File: src/rtl/spi_bus_arb.sv
// Two-master SPI bus arbiter: round-robin grant on an idle bus, ownership ends only when
// all of the owner's selects are high, a watchdog revokes stuck owners, and a guard gap separates owners.
module spi_bus_arb #(
  parameter int N_SS        = 2,
  parameter int GUARD_CYC   = 4,
  parameter int TIMEOUT_CYC = 65535,
  parameter int CPOL        = 0
) (
  input  logic            clk,
  input  logic            reset_n,
  input  logic            m0_req,
  input  logic            m1_req,
  output logic            m0_gnt,
  output logic            m1_gnt,
  input  logic            m0_sclk,
  input  logic            m1_sclk,
  input  logic            m0_mosi,
  input  logic            m1_mosi,
  input  logic [N_SS-1:0] m0_ss_n,
  input  logic [N_SS-1:0] m1_ss_n,
  output logic            m0_miso,
  output logic            m1_miso,
  output logic            spi_sclk,
  output logic            spi_mosi,
  output logic [N_SS-1:0] spi_ss_n,
  input  logic            spi_miso,
  output logic            busy,
  output logic            timeout_pulse
);

  localparam logic [1:0] S_IDLE  = 2'd0;
  localparam logic [1:0] S_OWN0  = 2'd1;
  localparam logic [1:0] S_OWN1  = 2'd2;
  localparam logic [1:0] S_GUARD = 2'd3;

  localparam int         GW      = (GUARD_CYC > 1) ? $clog2(GUARD_CYC) : 1;
  localparam logic [GW-1:0] L_GLAST = GW'((GUARD_CYC > 0) ? GUARD_CYC - 1 : 0);
  localparam logic [15:0]   L_TLAST = 16'((TIMEOUT_CYC > 0) ? TIMEOUT_CYC - 1 : 0);
  localparam logic          L_CPOL  = (CPOL != 0);
  localparam logic [1:0]    S_AFTER = (GUARD_CYC == 0) ? S_IDLE : S_GUARD;

  logic [1:0]      r_state;
  logic            r_last;
  logic            r_lock0;
  logic            r_lock1;
  logic [15:0]     r_tcnt;
  logic [GW-1:0]   r_gcnt;
  logic            r_gnt0;
  logic            r_gnt1;
  logic            r_sclk;
  logic            r_mosi;
  logic [N_SS-1:0] r_ssN;
  logic            r_timeout;

  logic            w_own1;
  logic            w_ownReq;
  logic            w_ownSclk;
  logic            w_ownMosi;
  logic [N_SS-1:0] w_ownSs;
  logic            w_elig0;
  logic            w_elig1;
  logic            w_release;
  logic            w_wdHit;
  logic [1:0]      w_stateNext;
  logic            w_mirror;
  logic            w_timeout;
  logic            w_setLock0;
  logic            w_setLock1;

  assign w_own1    = (r_state == S_OWN1);
  assign w_ownReq  = w_own1 ? m1_req  : m0_req;
  assign w_ownSclk = w_own1 ? m1_sclk : m0_sclk;
  assign w_ownMosi = w_own1 ? m1_mosi : m0_mosi;
  assign w_ownSs   = w_own1 ? m1_ss_n : m0_ss_n;
  assign w_elig0   = m0_req && !r_lock0;
  assign w_elig1   = m1_req && !r_lock1;
  assign w_release = !w_ownReq && (&w_ownSs);
  assign w_wdHit   = (TIMEOUT_CYC != 0) && (r_tcnt == L_TLAST);

  // A clean release always beats the watchdog when both land on the same edge.
  always_comb begin
    w_stateNext = r_state;
    w_mirror    = 1'b0;
    w_timeout   = 1'b0;
    w_setLock0  = 1'b0;
    w_setLock1  = 1'b0;
    case (r_state)
      S_IDLE: begin
        if (w_elig0 && (!w_elig1 || r_last)) w_stateNext = S_OWN0;
        else if (w_elig1)                    w_stateNext = S_OWN1;
      end
      S_OWN0, S_OWN1: begin
        if (w_release) begin
          w_stateNext = S_AFTER;
        end else if (w_wdHit) begin
          w_stateNext = S_AFTER;
          w_timeout   = 1'b1;
          w_setLock0  = !w_own1;
          w_setLock1  = w_own1;
        end else begin
          w_mirror = 1'b1;
        end
      end
      S_GUARD: begin
        if (r_gcnt == L_GLAST) w_stateNext = S_IDLE;
      end
      default: w_stateNext = S_IDLE;
    endcase
  end

  always_ff @(posedge clk) begin
    if (!reset_n) begin
      r_state   <= S_IDLE;
      r_last    <= 1'b1;
      r_lock0   <= 1'b0;
      r_lock1   <= 1'b0;
      r_tcnt    <= '0;
      r_gcnt    <= '0;
      r_gnt0    <= 1'b0;
      r_gnt1    <= 1'b0;
      r_sclk    <= L_CPOL;
      r_mosi    <= 1'b0;
      r_ssN     <= '1;
      r_timeout <= 1'b0;
    end else begin
      r_state   <= w_stateNext;
      r_timeout <= w_timeout;
      r_gnt0    <= (w_stateNext == S_OWN0);
      r_gnt1    <= (w_stateNext == S_OWN1);
      r_tcnt    <= (r_state == S_OWN0 || r_state == S_OWN1) ? r_tcnt + 16'd1 : '0;
      r_gcnt    <= (r_state == S_GUARD) ? r_gcnt + GW'(1) : '0;
      if (r_state == S_IDLE && w_stateNext == S_OWN0) r_last <= 1'b0;
      if (r_state == S_IDLE && w_stateNext == S_OWN1) r_last <= 1'b1;
      if (w_setLock0)   r_lock0 <= 1'b1;
      else if (!m0_req) r_lock0 <= 1'b0;
      if (w_setLock1)   r_lock1 <= 1'b1;
      else if (!m1_req) r_lock1 <= 1'b0;
      // The bus mirrors the owner only while it keeps ownership; every other edge parks it idle.
      if (w_mirror) begin
        r_sclk <= w_ownSclk;
        r_mosi <= w_ownMosi;
        r_ssN  <= w_ownSs;
      end else begin
        r_sclk <= L_CPOL;
        r_mosi <= 1'b0;
        r_ssN  <= '1;
      end
    end
  end

  assign m0_gnt        = r_gnt0;
  assign m1_gnt        = r_gnt1;
  assign spi_sclk      = r_sclk;
  assign spi_mosi      = r_mosi;
  assign spi_ss_n      = r_ssN;
  assign timeout_pulse = r_timeout;
  assign busy          = (r_state != S_IDLE);
  assign m0_miso       = (r_state == S_OWN0) && spi_miso;
  assign m1_miso       = (r_state == S_OWN1) && spi_miso;

endmodule

File: config.mk
export PLATFORM = sky130hd
export DESIGN_NAME = spi_bus_arb
export DESIGN_NICKNAME = d
export VERILOG_FILES = /design/src/rtl/spi_bus_arb.sv
export SDC_FILE = /design/constraint.sdc
export NUM_CORES = 1
export LEC_CHECK = 0
export ABC_AREA = 1
export CORE_AREA = 2 2 61 63
export DETAILED_ROUTE_END_ITERATION = 8
export DIE_AREA = 0 0 63 65
export GPL_ROUTABILITY_DRIVEN = 0
export SLEW_MARGIN = 20
export SYNTH_ARGS = -nofsm -noshare
export SYNTH_HDL_FRONTEND = slang
export SYNTH_SLANG_ARGS = --single-unit
File: constraint.sdc
create_clock -name clk -period 4.11 [get_ports clk]
set_input_delay 0.822 -clock clk [delete_from_list [all_inputs] [get_ports clk]]
set_output_delay 0.822 -clock clk [all_outputs]
set_load 0.05 [all_outputs]
==> impl_metrics.tcl, run 1 <==
set metrics [dict create \
    status "finished clean" \
    arrival_ns 2.21 \
    fp.dieH_microns 65 \
    relSlewSlack_pct 66.5 \
    power_uw 661 \
    finalSetupTns_ns 0 \
    fin_worst_skew_ns 0.00967 \
    p_per_area_nw_per_um2 384 \
    synth_fp_nets 208 \
    boundaryPins 23 \
    post_cts_buffers 0 \
    cts_hold_buffers 0 \
    seqCellArea_sq_um 601 \
    multiInputGateArea_sq_um 658 \
    drtIter0Drc 45 \
    hold_viol_final 0 \
    dp_hpwl_mm 2.00 \
    grt_pass1_vias 1210 \
    synth_area_sq_um 1400 \
    cts_root_buf "clkbuf_4" \
    path_cells "clkdlybuf4s50_1 -> nand2_1 -> inv_1 -> clkdlybuf4s50_1" \
    end_kind "output port" \
    fmax_mhz 330 \
    start_util_pct 40.0 \
    rrSetupSlack_ns 2.30 \
    r2r_end "r_lock0" \
    gr-total-overflow 0 \
    htreeDepth 2 \
    worstSetupStartpoint "spi_miso" \
    cp-endpoint "m1_miso" \
    fillers 367 \
    r2r_start "r_state[0]" \
    synth_cell_types 26 \
    io_buffers 22 \
    cts-buffers-inserted 5 \
    gr-usage-all-layers_pct 15.4 \
    period_needed_ns 3.03 \
    max_slew.worst_pin.slew_ns 0.501 \
    layout.nets 235 \
    crit_slowest_cell "clkdlybuf4s50_1" \
    ant_nets 0 \
    reg2reg_depth 6 \
    critPathMaxStageDelay_ns 0.80 \
    grt_max_degree 12 \
    syn_area_per_cell_sq_um 7.43 \
    drc 0 \
    firstDrtPassIters 4 \
    antenna_found_initial 0 \
    yosysWarningCount 0 \
    crit_fanout 2 \
    cts.sink_count 30 \
    slew_violations 0 \
    die_area_sq_um 4100 \
    coreArea_sq_um 3500 \
    min_path_type "reg2reg" \
    area_growth_pct 23.3 \
    clk_latency_ns 0.32 \
    rsz0062_at_grt "false" \
    startpoint_type "primary input" \
    cts.repair.resized 0 \
    grt_pass1_wl_mm 4.92 \
    synthCells 188 \
    ys_ff_latch 30 \
    required_ns 3.29 \
    vias 1185 \
    mostFrequentLayoutCells "nand2_1, inv_1, dfxtp_1" \
    final_util_pct 49.3 \
    die_width_microns 63 \
    ys_seq_area_share_pct 43.0 \
    leakage_nw 0.724 \
    drive_gt1_share_pct 10.2 \
    antenna_cells 0 \
    rows 22 \
    setup_viol 0 \
    wl_mm 2.62 \
    cpMostUsedCell "clkdlybuf4s50_1" \
    maxCapViolCount 0 \
    mostFrequentLayoutCell "nand2_1" \
    clk_pin_slew_ns 0.09 \
    clock_path_buffers 2 \
    wl_per_cell_microns 9.91 \
    timing.final.crit_share_pct 73.8 \
    crit_type "in2out" \
    vdd_ir_drop_max_v 0.000180 \
    cts_tree "done" \
    routed_via_density 4.49 \
]
## state kept, by name, indices dropped and copies added, names as in the netlist, 2 cells and up
register,count
r_tcnt,16
r_gcnt,2
r_state,2
spi_ss_n,2
## routing by layer
layer	GRT usage, %	up-vias	share of wire [%]
li1	-	645	-
met1	15.8	510	46
met3	6.25	2	5.4
met5	0	-	0
met4	5.83	0	0.73
met2	27.9	28	48
## synthesized netlist by cell type, drive strengths merged
cell type	number	area, sq um
inv	33	124
o32ai	2	17.5
and3	1	6.26
o21a	1	7.51
o21ai	7	38.8
ha	7	87.6
nand4	2	12.5
nand3	10	50.1
nor2	22	105
xor2	1	8.76
dfxtp	30	601
or2	1	6.26
a21oi	16	80.1
o21bai	1	7.51
o211ai	1	7.51
buf	1	11.3
nor3b	1	7.51
nand2	46	193
a211oi	1	7.51
clkbuf	1	3.75
nor3	3	15.0
## cells by family (layout without fill, tap and decap cells)
logic type / Yosys count / in the layout / synth area share [%]
buffers and inverters: 35 / 63 / 9.94
xor gates and xnor gates: 1 / 1 / 0.627
and+or+nand+nor: 86 / 86 / 28.3
AOI/OAI and AO/OA: 29 / 29 / 11.9
DFF: 30 / 30 / 43.0
adders and majority gates: 7 / 7 / 6.27
## worst max-delay path: cells and delay by family
kind | cells | cell delay (ns)
buf+inv | 3 | 1.34
simple gates | 1 | 0.05
## final cells by class
type	instances	area share [%]
Multi-Input combinational cell	123	38.2
Sequential cell	30	34.9
Clock inverter	1	0.290
Tap cell	48	3.49
Inverter	33	7.19
Timing Repair Buffer	22	12.8
Clock buffer	7	3.20
## worst min-delay path by stage
stage                           from  depth (start not counted)          to
after floorplan            r_gcnt[0]                          1   r_gcnt[0]
after global routing      r_tcnt[11]                          2  r_tcnt[11]
after detailed placement   r_gcnt[0]                          1   r_gcnt[0]
final                      r_gcnt[0]                          1   r_gcnt[0]
after CTS                  r_gcnt[0]                          1   r_gcnt[0]
after global placement     r_gcnt[0]                          1   r_gcnt[0]
## power breakdown
part	switching (mW)	internal (mW)
registers	0.00995	0.306
logic	0.107	0.0590
clock network	0.0964	0.0828
## per-stage QoR
stage	hold slack, ns	setup WS [ns]	area, sq um	instances
after floorplan	0.406	2.13	1400	188
after global placement	0.411	1.09	1660	256
after detailed placement	0.443	1.07	1660	256
after CTS	0.456	1.06	1720	264
after global routing	0.487	1.01	1720	264
final	0.450	1.08	1720	264
No activity file was read; power rests on OpenSTA's default activity.
==> run 2, diff against run 1 <==
==> constraint.sdc (replaced) <==
create_clock -name clk -period 2.85 [get_ports clk]
set_input_delay 0.57 -clock clk [delete_from_list [all_inputs] [get_ports clk]]
set_output_delay 0.57 -clock clk [all_outputs]
set_load 0.05 [all_outputs]
==> run 2 against run 1 <==
Compared with the run above: wire length grew 5.6%; worst hold slack lost 0.00059 ns; critical path depth is the same; via count grew 5.0%; critical path type is now reg2out; highest routed layer unchanged.
==> impl_metrics.tcl, run 2 (same netlist as run 1, synthesis figures left out) <==
set metrics [dict create \
    cts_tree "done" \
    routed_via_density 4.71 \
    fillers 363 \
    worstSetupStartpoint "r_state[0]" \
    crit_fanout 6 \
    min_path_type "reg2reg" \
    timing.final.crit_share_pct 89.0 \
    die_area_sq_um 4100 \
    coreArea_sq_um 3500 \
    layout.nets 235 \
    io_buffers 22 \
    hold_viol_final 0 \
    antenna_found_initial 0 \
    post_cts_buffers 0 \
    critPathMaxStageDelay_ns 0.79 \
    maxCapViolCount 0 \
    rsz0062_at_grt "false" \
    wl_per_cell_microns 10.5 \
    dp_hpwl_mm 2.10 \
    drtIter0Drc 26 \
    period_needed_ns 2.54 \
    clock_path_buffers 2 \
    crit_type "reg2out" \
    cts.repair.resized 0 \
    cts.sink_count 30 \
    slew_violations 0 \
    clk_latency_ns 0.33 \
    finalSetupTns_ns 0 \
    min_from "r_gcnt[0]" \
    leakage_nw 0.726 \
    place_area_sq_um 1660 \
    firstDrtPassIters 4 \
    max_slew.worst_pin.slew_ns 0.501 \
    vdd_ir_drop_max_v 0.000239 \
    grt_pass1_wl_mm 5.05 \
    final_util_pct 49.2 \
    rows 22 \
    p_per_area_nw_per_um2 559 \
    status "finished clean" \
    rrSetupSlack_ns 0.99 \
    mostFrequentLayoutCell "nand2_1" \
    r2r_start "r_state[0]" \
    area_growth_pct 23.1 \
    vias 1244 \
    gr-total-overflow 0 \
    grt_max_degree 12 \
    cts_hold_buffers 0 \
    largest_reg_flops 16 \
    boundaryPins 23 \
    setup_viol 0 \
    drc 0 \
    path_delay_family "buffers and inverters" \
    ant_nets 0 \
    cpMostUsedCell "inv_1" \
    fin_worst_skew_ns 0.00554 \
    grt_pass1_vias 1230 \
    fmax_mhz 394 \
    antenna_cells 0 \
    crit_slowest_cell "clkdlybuf4s50_1" \
    drive_gt1_share_pct 10.6 \
    end_kind "output port" \
    mostFrequentLayoutCells "nand2_1, inv_1, dfxtp_1" \
    fp.dieH_microns 65 \
    top_register "r_tcnt" \
    cp_num_buf_inv 3 \
    start_util_pct 40.0 \
    relSlewSlack_pct 66.5 \
    wl_mm 2.76 \
    cts_root_buf "clkbuf_4" \
    path_cells "inv_1 -> ha_1 -> inv_1 -> clkdlybuf4s50_1" \
    cts-buffers-inserted 5 \
    startpoint_type "flip-flop" \
    arrival_ns 1.97 \
    die_width_microns 63 \
    htreeDepth 2 \
    gr-usage-all-layers_pct 15.9 \
    final_cell_area_sq_um 1720 \
    required_ns 2.28 \
    clk_pin_slew_ns 0.10 \
]
run 2: changes by cell type in the layout (fill, tap and decap cells not counted):
cell,change
clkdlybuf4s50_1,-1
buf_4,+1
run 2: worst register-to-register path: cells and delay by family (launching register included):
family	cells	cell delay [ns]
AO/OA/AOI/OAI	1	0.09
AND/OR/NAND/NOR	2	0.54
buffers and inverters	2	0.35
flip-flops	1	0.42
adder cells (fa/ha/maj)	1	0.34
run 2: power breakdown:
part | switching (mW) | leakage (nW) | internal (mW) | total (mW)
Sequential | 0.0139 | 0.243 | 0.442 | 0.456
Clock | 0.144 | 0.0353 | 0.119 | 0.263
Combinational | 0.157 | 0.448 | 0.0849 | 0.242
run 2: path summary, 6_finish.rpt:
kind	endpoint	cells past startpoint
worst max-delay path	busy	4
worst min-delay path	r_gcnt[0]	1
worst max register to register	r_lock0	6
worst min register to register	r_gcnt[0]	1
run 2: metal layers:
layer	vias to the layer above	GRT usage (%)	share of wire, %
met1	561	15.6	43
met4	0	8.06	1.4
met5	-	0	0
li1	649	-	-
met3	4	6.77	7.0
met2	30	28.6	48
run 2: area by class of cell:
class                   instances  area (sq um)  share of cell area (%)
clock buffers                   7          55.1                    3.20
clock inverters                 1          5.00                   0.291
inverters                      33           124                    7.20
multi-input cells             123           658                    38.3
flip-flops and latches         30           601                    34.9
well taps                      48          60.1                    3.49
repair buffers                 22           218                    12.7
run 2: stage by stage:
stage | hold slack [ns] | setup WS (ns) | total power [mW] | std cells
floorplan | 0.406 | 1.27 | 0.634 | 188
global placement | 0.412 | 0.354 | 0.706 | 256
detailed placement | 0.437 | 0.338 | 0.709 | 256
CTS | 0.457 | 0.294 | 0.978 | 264
global route | 0.480 | 0.187 | 1.02 | 264
finish | 0.450 | 0.314 | 0.961 | 264
